$ cat config.mk
export PLATFORM = sky130hd
export DESIGN_NAME = serial_adder_sub
export DESIGN_NICKNAME = d
export VERILOG_FILES = /design/src/rtl/serial_adder_sub.sv
export SDC_FILE = /design/constraint.sdc
export NUM_CORES = 1
export LEC_CHECK = 0
export BUFFER_PORTS_ARGS = -buffer_cell sky130_fd_sc_hd__buf_2
export CORE_ASPECT_RATIO = 1.75
export CORE_MARGIN = 1
export CORE_UTILIZATION = 39
export DETAILED_ROUTE_END_ITERATION = 8
export PLACE_DENSITY = 0.69
export SLEW_MARGIN = 0
export SYNTH_ARGS = -nofsm -noshare
export SYNTH_HDL_FRONTEND = slang
export SYNTH_SLANG_ARGS = --single-unit
$ cat constraint.sdc
create_clock -name clk -period 1.4 [get_ports clk]
set_input_delay 0.28 -clock clk [delete_from_list [all_inputs] [get_ports clk]]
set_output_delay 0.28 -clock clk [all_outputs]
set_load 0.05 [all_outputs]
$ cat src/rtl/serial_adder_sub.sv
// serial_adder_sub: bit-serial add/subtract, one full-adder cell plus carry flop, LSB first.
module serial_adder_sub #(
    parameter int WIDTH = 8
) (
    input  logic             clk,
    input  logic             rst,
    input  logic             start,
    input  logic             mode,
    input  logic [WIDTH-1:0] a,
    input  logic [WIDTH-1:0] b,
    output logic             busy,
    output logic             done,
    output logic [WIDTH-1:0] sum,
    output logic             cout,
    output logic             overflow
);
    localparam int CW = $clog2(WIDTH + 1);
    typedef enum logic [1:0] {IDLE, RUN, DONE} state_t;
    state_t           state;
    logic [WIDTH-1:0] opa, opb;
    logic             carry;
    logic [CW-1:0]    cnt;
    logic             s, c, last;
    assign s    = opa[0] ^ opb[0] ^ carry;
    assign c    = (opa[0] & opb[0]) | (carry & (opa[0] ^ opb[0]));
    assign last = cnt == CW'(WIDTH - 1);
    // Subtraction is a + ~b + 1: operand B is inverted at load and carry seeded with mode.
    always_ff @(posedge clk) begin
        if (rst) begin
            state    <= IDLE;
            opa      <= '0;
            opb      <= '0;
            carry    <= 1'b0;
            cnt      <= '0;
            busy     <= 1'b0;
            done     <= 1'b0;
            sum      <= '0;
            cout     <= 1'b0;
            overflow <= 1'b0;
        end else begin
            case (state)
                IDLE, DONE: begin
                    done <= 1'b0;
                    if (start) begin
                        opa   <= a;
                        opb   <= b ^ {WIDTH{mode}};
                        carry <= mode;
                        cnt   <= '0;
                        busy  <= 1'b1;
                        state <= RUN;
                    end else begin
                        state <= IDLE;
                    end
                end
                RUN: begin
                    opa   <= opa >> 1;
                    opb   <= opb >> 1;
                    sum   <= {s, sum[WIDTH-1:1]};
                    carry <= c;
                    cnt   <= cnt + CW'(1);
                    if (last) begin
                        state    <= DONE;
                        busy     <= 1'b0;
                        done     <= 1'b1;
                        cout     <= c;
                        overflow <= carry ^ c;
                    end
                end
                default: state <= IDLE;
            endcase
        end
    end
endmodule

==> metrics.cfg, run 1 <==
[yosys]
syn_avg_cell_area_um2=8.700
ys_top_cells_by_area=dfxtp_1 47%, a21oi_1 9.8%, a22oi_1 7.6%
netlist_area_mm2=0.001479
yosys.area.top_type_share=0.4738
ys_types=26
ys_ff_latch=35
synth_nets=192
ys.flop_type=dfxtp_1
synth_edf_count=0
yosysTopAreaCell=dfxtp_1
ys_seq_area_frac=0.4738
yosysMostFrequentCell=dfxtp_1
yosysWarnings=0
ys_top_cells_by_count=35 x dfxtp_1, 29 x a21oi_1, 20 x nand2_1
netlist_instances=170
ys_async_sr_fraction=0

[worst_setup_path]
cp.arrival_ns=1.60
r2r-start=opb[0]
path_class=register to register
critPathRequiredTime_ns=1.62
worst-r2r-setup-slack_ns=0.03
crit_fanout=3
worstReg2RegEnd=overflow
reg2regPathDepth=4
crit_start=opb[0]
worst_setup_path_start_kind=register
end_kind=register

[cts]
numCtsBuffers=5
clockBufferDepth=2
clk_pin_slew_ns=0.07
cts_root_buffer=clkbuf_8
cts-hold-fix-buffers=0
cts_tree=done
htreeDepth=2
insertion_delay_ns=0.28
clock_sinks=35

[layout]
final_area_mm2=0.001832
multi_input_area_um2=721.9
regArea_um2=706.9
fin_nets=226
antennaDiodeCount=0
fin_util=0.5048
drive_gt1_frac=0.2878
area.growth.synth_to_final_pct=23.86
final.fill_count=386

[grt]
grt_overflow=0
antenna_found_initial=0
grt_pass1_vias=1256
grt_max_degree=22
grt_pass1_wl_um=5361
grt_usage=0.1718

[floorplan]
start_util=0.4076
io_pins=32
core_mm2=0.003628
dieArea_mm2=0.004052
rows=29
dieWidth_um=48.55
floorplan.die.height_um=83.47

[timing]
setup_viol=0
fin_tns_setup_ns=0
tightest_slew_ns=0.2909
hold_viol=0
finalClockSkew_ns=0.002886
drv_slew=0
setup_ws_ns=0.02616
min_period_ns=1.374
fin_crit_sh=0.9813
hold_ws_ns=0.2347
rsz0062_at_grt=yes
slew_headroom=0.8060
fmax_ghz=0.7279

[power_and_ir_drop]
power_leakage_uw=0.0007269
intPower_uw=1611
irDropWorstVdd_v=0.0008772
power_frac_comb=0.135
cellPowerDensity_mw_per_mm2=1174
switching_share=0.2513
seq_power_share=0.500
p_clk_frac=0.366
p_sw_uw=540.5

[job]
maxCapViolCount=0

[drt]
wire_per_inst_um=12.56
drt-total-wl_um=3152
drc=0
via_count=1302
first_pass_iters=4
final_antenna_net_count=0
post_drt_via_cell_ratio=5.187
drt_iter0_drc=25

[placement]
place_congestion=0.7567
pre_cts_ws_ns=-0.003815
io_buffers=31
placed_area_mm2=0.001690
dp_hpwl_um=2203

[min_path]
min_path_cells=3
hold_path_startpoint=a[7]
min_to=opa[7]
hp-class=input pin to register

[run_status]
status=finished, final reports clean

-- critical path, cell delays in order (launching register included) --
cell and delay [ns]:
dfxtp_2 0.33, fa_2 0.40, xnor2_1 0.12, or4_1 0.38, o21ai_1 0.08
-- worst max-delay path by stage --
| stage | to | slack, ns | depth (start not counted) |
|---|---|---|---|
| finish | overflow | 0.03 | 4 |
| global route | overflow | -0.03 | 4 |
| CTS | overflow | 0.008 | 4 |
| detailed placement | cout | -0.004 | 4 |
| global placement | overflow | 0.03 | 4 |
| floorplan | overflow | 0.06 | 4 |
-- layer usage --
metal	track usage	part of all wire	wire, µm
met2	0.3009	0.53	1655
met3	0.04372	0.037	117
met5	0	0	0
met1	0.1778	0.40	1252
met4	0.1096	0.040	126
-- final cells by class --
cell class / instances / area share
multi-input combinational: 119 / 0.3941
clock buffer: 8 / 0.05464
tap: 46 / 0.03142
timing repair buffer: 43 / 0.1339
sequential: 35 / 0.3859
-- what timing repair did --
| action | CTS | global route |
|---|---|---|
| setup endpoints to repair | 2 | 2 |
| resized for setup | 1 | 6 |
| pin swaps | 0 | 2 |
| setup buffers | 1 | 2 |
-- logic make-up after synthesis --
group | count (synthesis) | share of synthesized area
XOR/XNOR | 9 | 0.05330
AND/OR/NAND/NOR | 58 | 0.1929
adder cells (fa/ha/maj) | 2 | 0.02200
buffers and inverters | 16 | 0.04991
multiplexers | 2 | 0.01523
flip-flops | 35 | 0.4738
AO/OA/AOI/OAI | 48 | 0.1929
-- flip-flops by register name, indices dropped and copies added (netlist names) --
| name | count |
|---|---|
| done | 1 |
| cout | 1 |
| opb | 8 |
| sum | 8 |
| state | 2 |
| opa | 8 |
| busy | 1 |
| overflow | 1 |
| carry | 1 |
| cnt | 4 |
-- power by group through the flow --
stage	sequential [µW]	clock (µW)	combinational [µW]
6_report	1070	787	290
5_1_grt	1080	869	321
4_1_cts	1070	812	286
3_5_place_dp	1100	0	285
3_3_place_gp	1090	0	282
2_1_floorplan	1110	0	180
-- per-stage QoR --
step,std cells,power [µW]
after floorplan,170,1288
after global placement,240,1375
after detailed placement,240,1380
after CTS,249,2171
after global routing,251,2270
final,251,2151
-- layout by cell type, fill, tap and decap left out, drive strengths merged, types with 2 or more instances in the layout --
cell    synthesis  final
nand2b          5      5
xor2            8      8
o21ai           3      3
buf            10     43
nand2          20     20
mux2            2      2
clkbuf          6      8
nor2            4      4
dfxtp          35     35
a21oi          29     29
nor3            2      2
nand3          19     19
nor2b           2      2
a22oi          15     15
Power figures use the tool's default switching activity.
==> run 2, diff against run 1 <==
- SETUP_SLACK_MARGIN: default -> 0.2
- TNS_END_PERCENT: default -> 20
==> metrics.cfg, run 2 (synthesized netlist as in run 1, its figures left out) <==
[placement]
placed_cells_incl_taps=240  ; unchanged
dp_hpwl_um=2163  ; was 2203 µm
io_buffers=31  ; unchanged
place_congestion=0.7204  ; was 0.7567

[job]
maxCapViolCount=0  ; unchanged

[cts]
clockBufferDepth=2  ; unchanged
clk_pin_slew_ns=0.07  ; about the same
htreeDepth=2  ; unchanged
clock_sinks=35  ; unchanged
numCtsBuffers=5  ; unchanged
cts_root_buffer=clkbuf_8  ; unchanged
insertion_delay_ns=0.29  ; was 0.28 ns
cts_tree=done  ; unchanged

[grt]
grt_pass1_wl_um=5099  ; was 5361 µm
antenna_found_initial=0  ; unchanged
grt_overflow=0  ; unchanged
grt_pass1_vias=1184  ; was 1256
grt_usage=0.1654  ; was 0.1718
grt_max_degree=21  ; was 22

[layout]
final.fill_count=377  ; was 386
antennaDiodeCount=0  ; unchanged
final_cells=251  ; unchanged
top_regs=opa x8, opb x8, sum x8  ; unchanged
drive_gt1_frac=0.3366  ; was 0.2878
mostFrequentLayoutCells=29 x dfxtp_1, 28 x a21oi_1, 24 x buf_2  ; was 32 x dfxtp_1, 31 x buf_2, 29 x a21oi_1
area.growth.synth_to_final_pct=28.43  ; was 23.86%
fin_nets=226  ; unchanged
final_common_cell=dfxtp_1  ; unchanged

[worst_setup_path]
worstReg2RegEnd=overflow  ; unchanged
cp.arrival_ns=1.62  ; was 1.60 ns
r2r-start=opa[0]  ; was opb[0]
end_kind=register  ; unchanged
path_class=register to register  ; unchanged
reg2regPathDepth=4  ; unchanged
critPathRequiredTime_ns=1.62  ; about the same
crit_fanout=3  ; unchanged
worst_setup_path_start_kind=register  ; unchanged
worst-r2r-setup-slack_ns=-0.003  ; was 0.03 ns

[floorplan]
dieArea_mm2=0.004052  ; unchanged
rows=29  ; unchanged
core_mm2=0.003628  ; unchanged
start_util=0.4076  ; unchanged
dieWidth_um=48.55  ; unchanged
floorplan.die.height_um=83.47  ; unchanged
io_pins=32  ; unchanged

[drt]
met2_wirelength_um=1723  ; was 1655 µm
drt-total-wl_um=3116  ; was 3152 µm
post_drt_via_cell_ratio=5.363  ; was 5.187
final_antenna_net_count=0  ; unchanged
drc=0  ; unchanged
topRoutingLayerUsed=met4  ; unchanged
met1_length_um=1187  ; was 1252 µm
first_pass_iters=4  ; unchanged
drt_iter0_drc=33  ; was 25
via_count=1346  ; was 1302
met3_length_um=114  ; was 117 µm
wire_per_inst_um=12.41  ; was 12.56 µm

[power_and_ir_drop]
cellPowerDensity_mw_per_mm2=1095  ; was 1174 mW/mm²
seq_power_share=0.518  ; was 0.500
power_frac_comb=0.151  ; was 0.135
p_clk_frac=0.331  ; was 0.366
intPower_uw=1531  ; was 1611 µW
switching_share=0.2641  ; was 0.2513
p_sw_uw=549.4  ; was 540.5 µW
irDropWorstVdd_v=0.0006836  ; was 0.0008772 V
power.total_uw=2080  ; was 2151 µW
power_leakage_uw=0.0007298  ; was 0.0007269 µW

[min_path]
min_path_cells=3  ; unchanged
min_to=opa[7]  ; unchanged
hold_path_startpoint=a[7]  ; unchanged
hp-class=input pin to register  ; unchanged

[timing]
slew_headroom=0.8346  ; was 0.8060
fmax_ghz=0.7127  ; was 0.7279 GHz
hold_viol=0  ; unchanged
tightest_slew_ns=0.2481  ; was 0.2909 ns
setup_ws_ns=-0.003043  ; was 0.02616 ns
rsz0062_at_grt=yes  ; unchanged
finalClockSkew_ns=0.004018  ; was 0.002886 ns
fin_crit_sh=1.002  ; was 0.9813
setup_viol=1  ; was 0
min_period_ns=1.403  ; was 1.374 ns
drv_slew=0  ; unchanged

[run_status]
violations=setup timing
status=complete, but fails checks  ; was finished, final reports clean

## run 2: cell types whose count changed in the layout (fill, tap and decap cells not counted), sizes merged
| cell | previous run | this run |
|---|---|---|
| clkbuf | 8 | 10 |
| buf | 43 | 40 |
| clkinv | 0 | 1 |
## run 2: layout make-up
type,count,area [µm²],share of cell area
repair buffers,43,281.5,0.1482
multi-input cells,119,765.7,0.4032
clock buffers,7,76.32,0.04018
flip-flops and latches,35,713.2,0.3755
clock inverters,1,5.005,0.002635
well taps,46,57.56,0.03030
## run 2: metal layers
metal | global-route usage | up-vias
met5 | 0 | -
met4 | 0.1070 | 0
met3 | 0.03825 | 10
met2 | 0.3111 | 27
met1 | 0.1536 | 649
li1 | - | 660
## run 2: what timing repair did
| item | CTS | global route |
|---|---|---|
| gates resized for setup | 13 | 21 |
| gates cloned | 0 | 0 |
| hold buffers | 0 | 0 |
| endpoints found under the setup margin | 32 | 33 |
| buffers inserted | 2 | 1 |
| pin swaps | 1 | 3 |
## run 2: worst max path at each step
stage / from / slack (ns) / end
floorplan: opb[0] / 0.06 / overflow
global placement: opb[0] / 0.03 / overflow
detailed placement: cnt[0] / 0.0003 / overflow
CTS: opa[0] / -0.01 / overflow
global route: opa[0] / -0.09 / overflow
finish: opa[0] / -0.003 / overflow
## run 2: per-stage QoR
stage	cell area [µm²]	setup WS, ns	util	setup TNS (ns)	hold slack [ns]
after floorplan	1483	0.06162	-	0	0.4160
after global placement	1692	0.03298	0.4662	0	0.4399
after detailed placement	1692	0.0003096	0.4662	0	0.4577
after CTS	1823	-0.01133	0.5024	-0.01133	0.2317
after global routing	1899	-0.09292	0.5234	-0.09292	0.2564
final	1899	-0.003043	0.5234	-0.003043	0.2319
## run 2: worst max-delay path, stage by stage (launching register included)
cell and delay [ns]:
dfxtp_2 0.33, fa_2 0.40, xnor2_1 0.13, or4_1 0.40, o21ai_1 0.08
## run 2: power groups by stage
stage | logic [µW] | clock network, µW | registers, µW
after detailed placement | 281 | 0 | 1100
after floorplan | 180 | 0 | 1110
after global routing | 345 | 756 | 1080
after global placement | 279 | 0 | 1090
final | 313 | 689 | 1080
after CTS | 289 | 710 | 1080
==> run 3, diff against run 2 <==
- CTS_BUF_LIST: default -> sky130_fd_sc_hd__clkbuf_8
==> metrics.cfg, run 3 (synthesized netlist as in run 1, its figures left out) <==
[run_status]
status=complete, but fails checks  ; unchanged
violations=setup timing  ; unchanged

[floorplan]
rows=29  ; unchanged
core_mm2=0.003628  ; unchanged
floorplan.die.height_um=83.47  ; unchanged
dieWidth_um=48.55  ; unchanged
io_pins=32  ; unchanged
start_util=0.4076  ; unchanged
dieArea_mm2=0.004052  ; unchanged

[drt]
first_pass_iters=4  ; unchanged
drt-total-wl_um=3146  ; was 3116 µm
via_count=1344  ; was 1346
wire_per_inst_um=12.53  ; was 12.41 µm
drc=0  ; unchanged
post_drt_via_cell_ratio=5.355  ; was 5.363
drt_iter0_drc=28  ; was 33
final_antenna_net_count=0  ; unchanged

[worst_setup_path]
crit_cells=4  ; unchanged
cp.arrival_ns=1.63  ; was 1.62 ns
crit_slowest_cell=fa_2  ; unchanged
worst_setup_path_start_kind=register  ; unchanged
path_class=register to register  ; unchanged
crit_chain=fa_2 -> xnor2_1 -> or4_1 -> o21ai_1  ; unchanged
crit_path_max_incr_delay_ns=0.40  ; about the same
worst-r2r-setup-slack_ns=-0.005  ; was -0.003 ns
crit_fanout=3  ; unchanged
reg2regPathDepth=4  ; unchanged
end_kind=register  ; unchanged
path_buf_inv=0  ; unchanged
critPathRequiredTime_ns=1.62  ; about the same
critPathTopFamily=adder cells  ; unchanged

[timing]
drv_slew=0  ; unchanged
setup_viol=1  ; unchanged
rsz0062_at_grt=yes  ; unchanged
tightest_slew_ns=0.2441  ; was 0.2481 ns
hold_ws_ns=0.2306  ; was 0.2319 ns
setup_ws_ns=-0.004757  ; was -0.003043 ns
finalClockSkew_ns=0.002738  ; was 0.004018 ns
slew_headroom=0.8373  ; was 0.8346
min_period_ns=1.405  ; was 1.403 ns
hold_viol=0  ; unchanged
fin_crit_sh=1.003  ; was 1.002
fmax_ghz=0.7119  ; was 0.7127 GHz
fin_tns_setup_ns=-0.004757  ; was -0.003043 ns

[layout]
final_common_cell=dfxtp_1  ; unchanged
antennaDiodeCount=0  ; unchanged
final.fill_count=379  ; was 377
regArea_um2=713.2  ; unchanged
drive_gt1_frac=0.3415  ; was 0.3366
area.growth.synth_to_final_pct=28.68  ; was 28.43%
mostFrequentLayoutCells=29 x dfxtp_1, 28 x a21oi_1, 24 x buf_2  ; unchanged
multi_input_area_um2=773.2  ; was 765.7 µm²
fin_nets=226  ; unchanged
top_regs=opa x8, opb x8, sum x8  ; unchanged

[placement]
pre_cts_ws_ns=0.0003096  ; unchanged
io_buffers=31  ; unchanged
dp_hpwl_um=2163  ; unchanged
place_congestion=0.7204  ; unchanged

[power_and_ir_drop]
cellPowerDensity_mw_per_mm2=1089  ; was 1095 mW/mm²
seq_power_share=0.521  ; was 0.518
intPower_uw=1516  ; was 1531 µW
power_frac_comb=0.152  ; was 0.151
p_sw_uw=556.6  ; was 549.4 µW
switching_share=0.2686  ; was 0.2641
power_leakage_uw=0.0007410  ; was 0.0007298 µW
irDropWorstVdd_v=0.0006785  ; was 0.0006836 V
p_clk_frac=0.328  ; was 0.331

[cts]
clk_pin_slew_ns=0.07  ; about the same
cts_tree=done  ; unchanged
numCtsBuffers=5  ; unchanged
insertion_delay_ns=0.29  ; about the same
clock_sinks=35  ; unchanged
cts_root_buffer=clkbuf_8  ; unchanged
htreeDepth=2  ; unchanged
clockBufferDepth=2  ; unchanged

[min_path]
hp-class=input pin to register  ; unchanged
min_path_cells=3  ; unchanged

[grt]
antenna_found_initial=0  ; unchanged
grt_usage=0.1654  ; unchanged
grt_overflow=0  ; unchanged
grt_pass1_wl_um=5099  ; unchanged
grt_pass1_vias=1184  ; unchanged
grt_max_degree=21  ; unchanged

[job]
maxCapViolCount=0  ; unchanged

## run 3: changes by cell type in the layout (fill, tap and decap cells not counted), sizes merged
cell    before  now
inv          0    2
clkbuf      10    8
## run 3: cell type report
type                            count  share of cell area
Multi-Input combinational cell    119              0.4063
Tap cell                           46             0.03024
Sequential cell                    35              0.3748
Clock buffer                        5             0.03616
Timing Repair Buffer               43              0.1460
Clock inverter                      3            0.006575
## run 3: what timing repair did
action,in CTS,in global routing
hold buffers,0,0
resized for setup,13,21
endpoints found under the setup margin,32,33
setup buffers,2,1
pin swaps,1,3
## run 3: power groups by stage
| stage | sequential [µW] | clock, µW | combinational [µW] |
|---|---|---|---|
| after floorplan | 1110 | 0 | 180 |
| after global routing | 1080 | 742 | 346 |
| after detailed placement | 1100 | 0 | 281 |
| after CTS | 1080 | 698 | 289 |
| after global placement | 1090 | 0 | 279 |
| final | 1080 | 679 | 315 |
## run 3: metal layers
| layer | track usage | part of all wire | up-vias | wire (µm) |
|---|---|---|---|---|
| met3 | 0.03825 | 0.041 | 10 | 129 |
| met5 | 0 | 0 | - | 0 |
| met4 | 0.1070 | 0.029 | 0 | 92 |
| li1 | - | - | 660 | - |
| met2 | 0.3111 | 0.55 | 31 | 1717 |
| met1 | 0.1536 | 0.38 | 643 | 1206 |
## run 3: worst min-delay path, stage by stage
cell	delay [ns]
buf_2	0.09
nand2_1	0.04
a21oi_1	0.05
## run 3: worst paths after layout
check,start,endpoint
hold reg to reg,overflow,overflow
setup / recovery,opa[0],overflow
hold / removal,a[7],opa[7]
setup reg to reg,opa[0],overflow
## run 3: metrics by stage
step	cells	instance area, µm²	total power [µW]	utilization
6_report	251	1903	2072	0.5245
3_5_place_dp	240	1692	1377	0.4662
5_1_grt	251	1903	2173	0.5245
3_3_place_gp	240	1692	1373	0.4662
2_1_floorplan	170	1483	1288	-
4_1_cts	250	1823	2063	0.5024
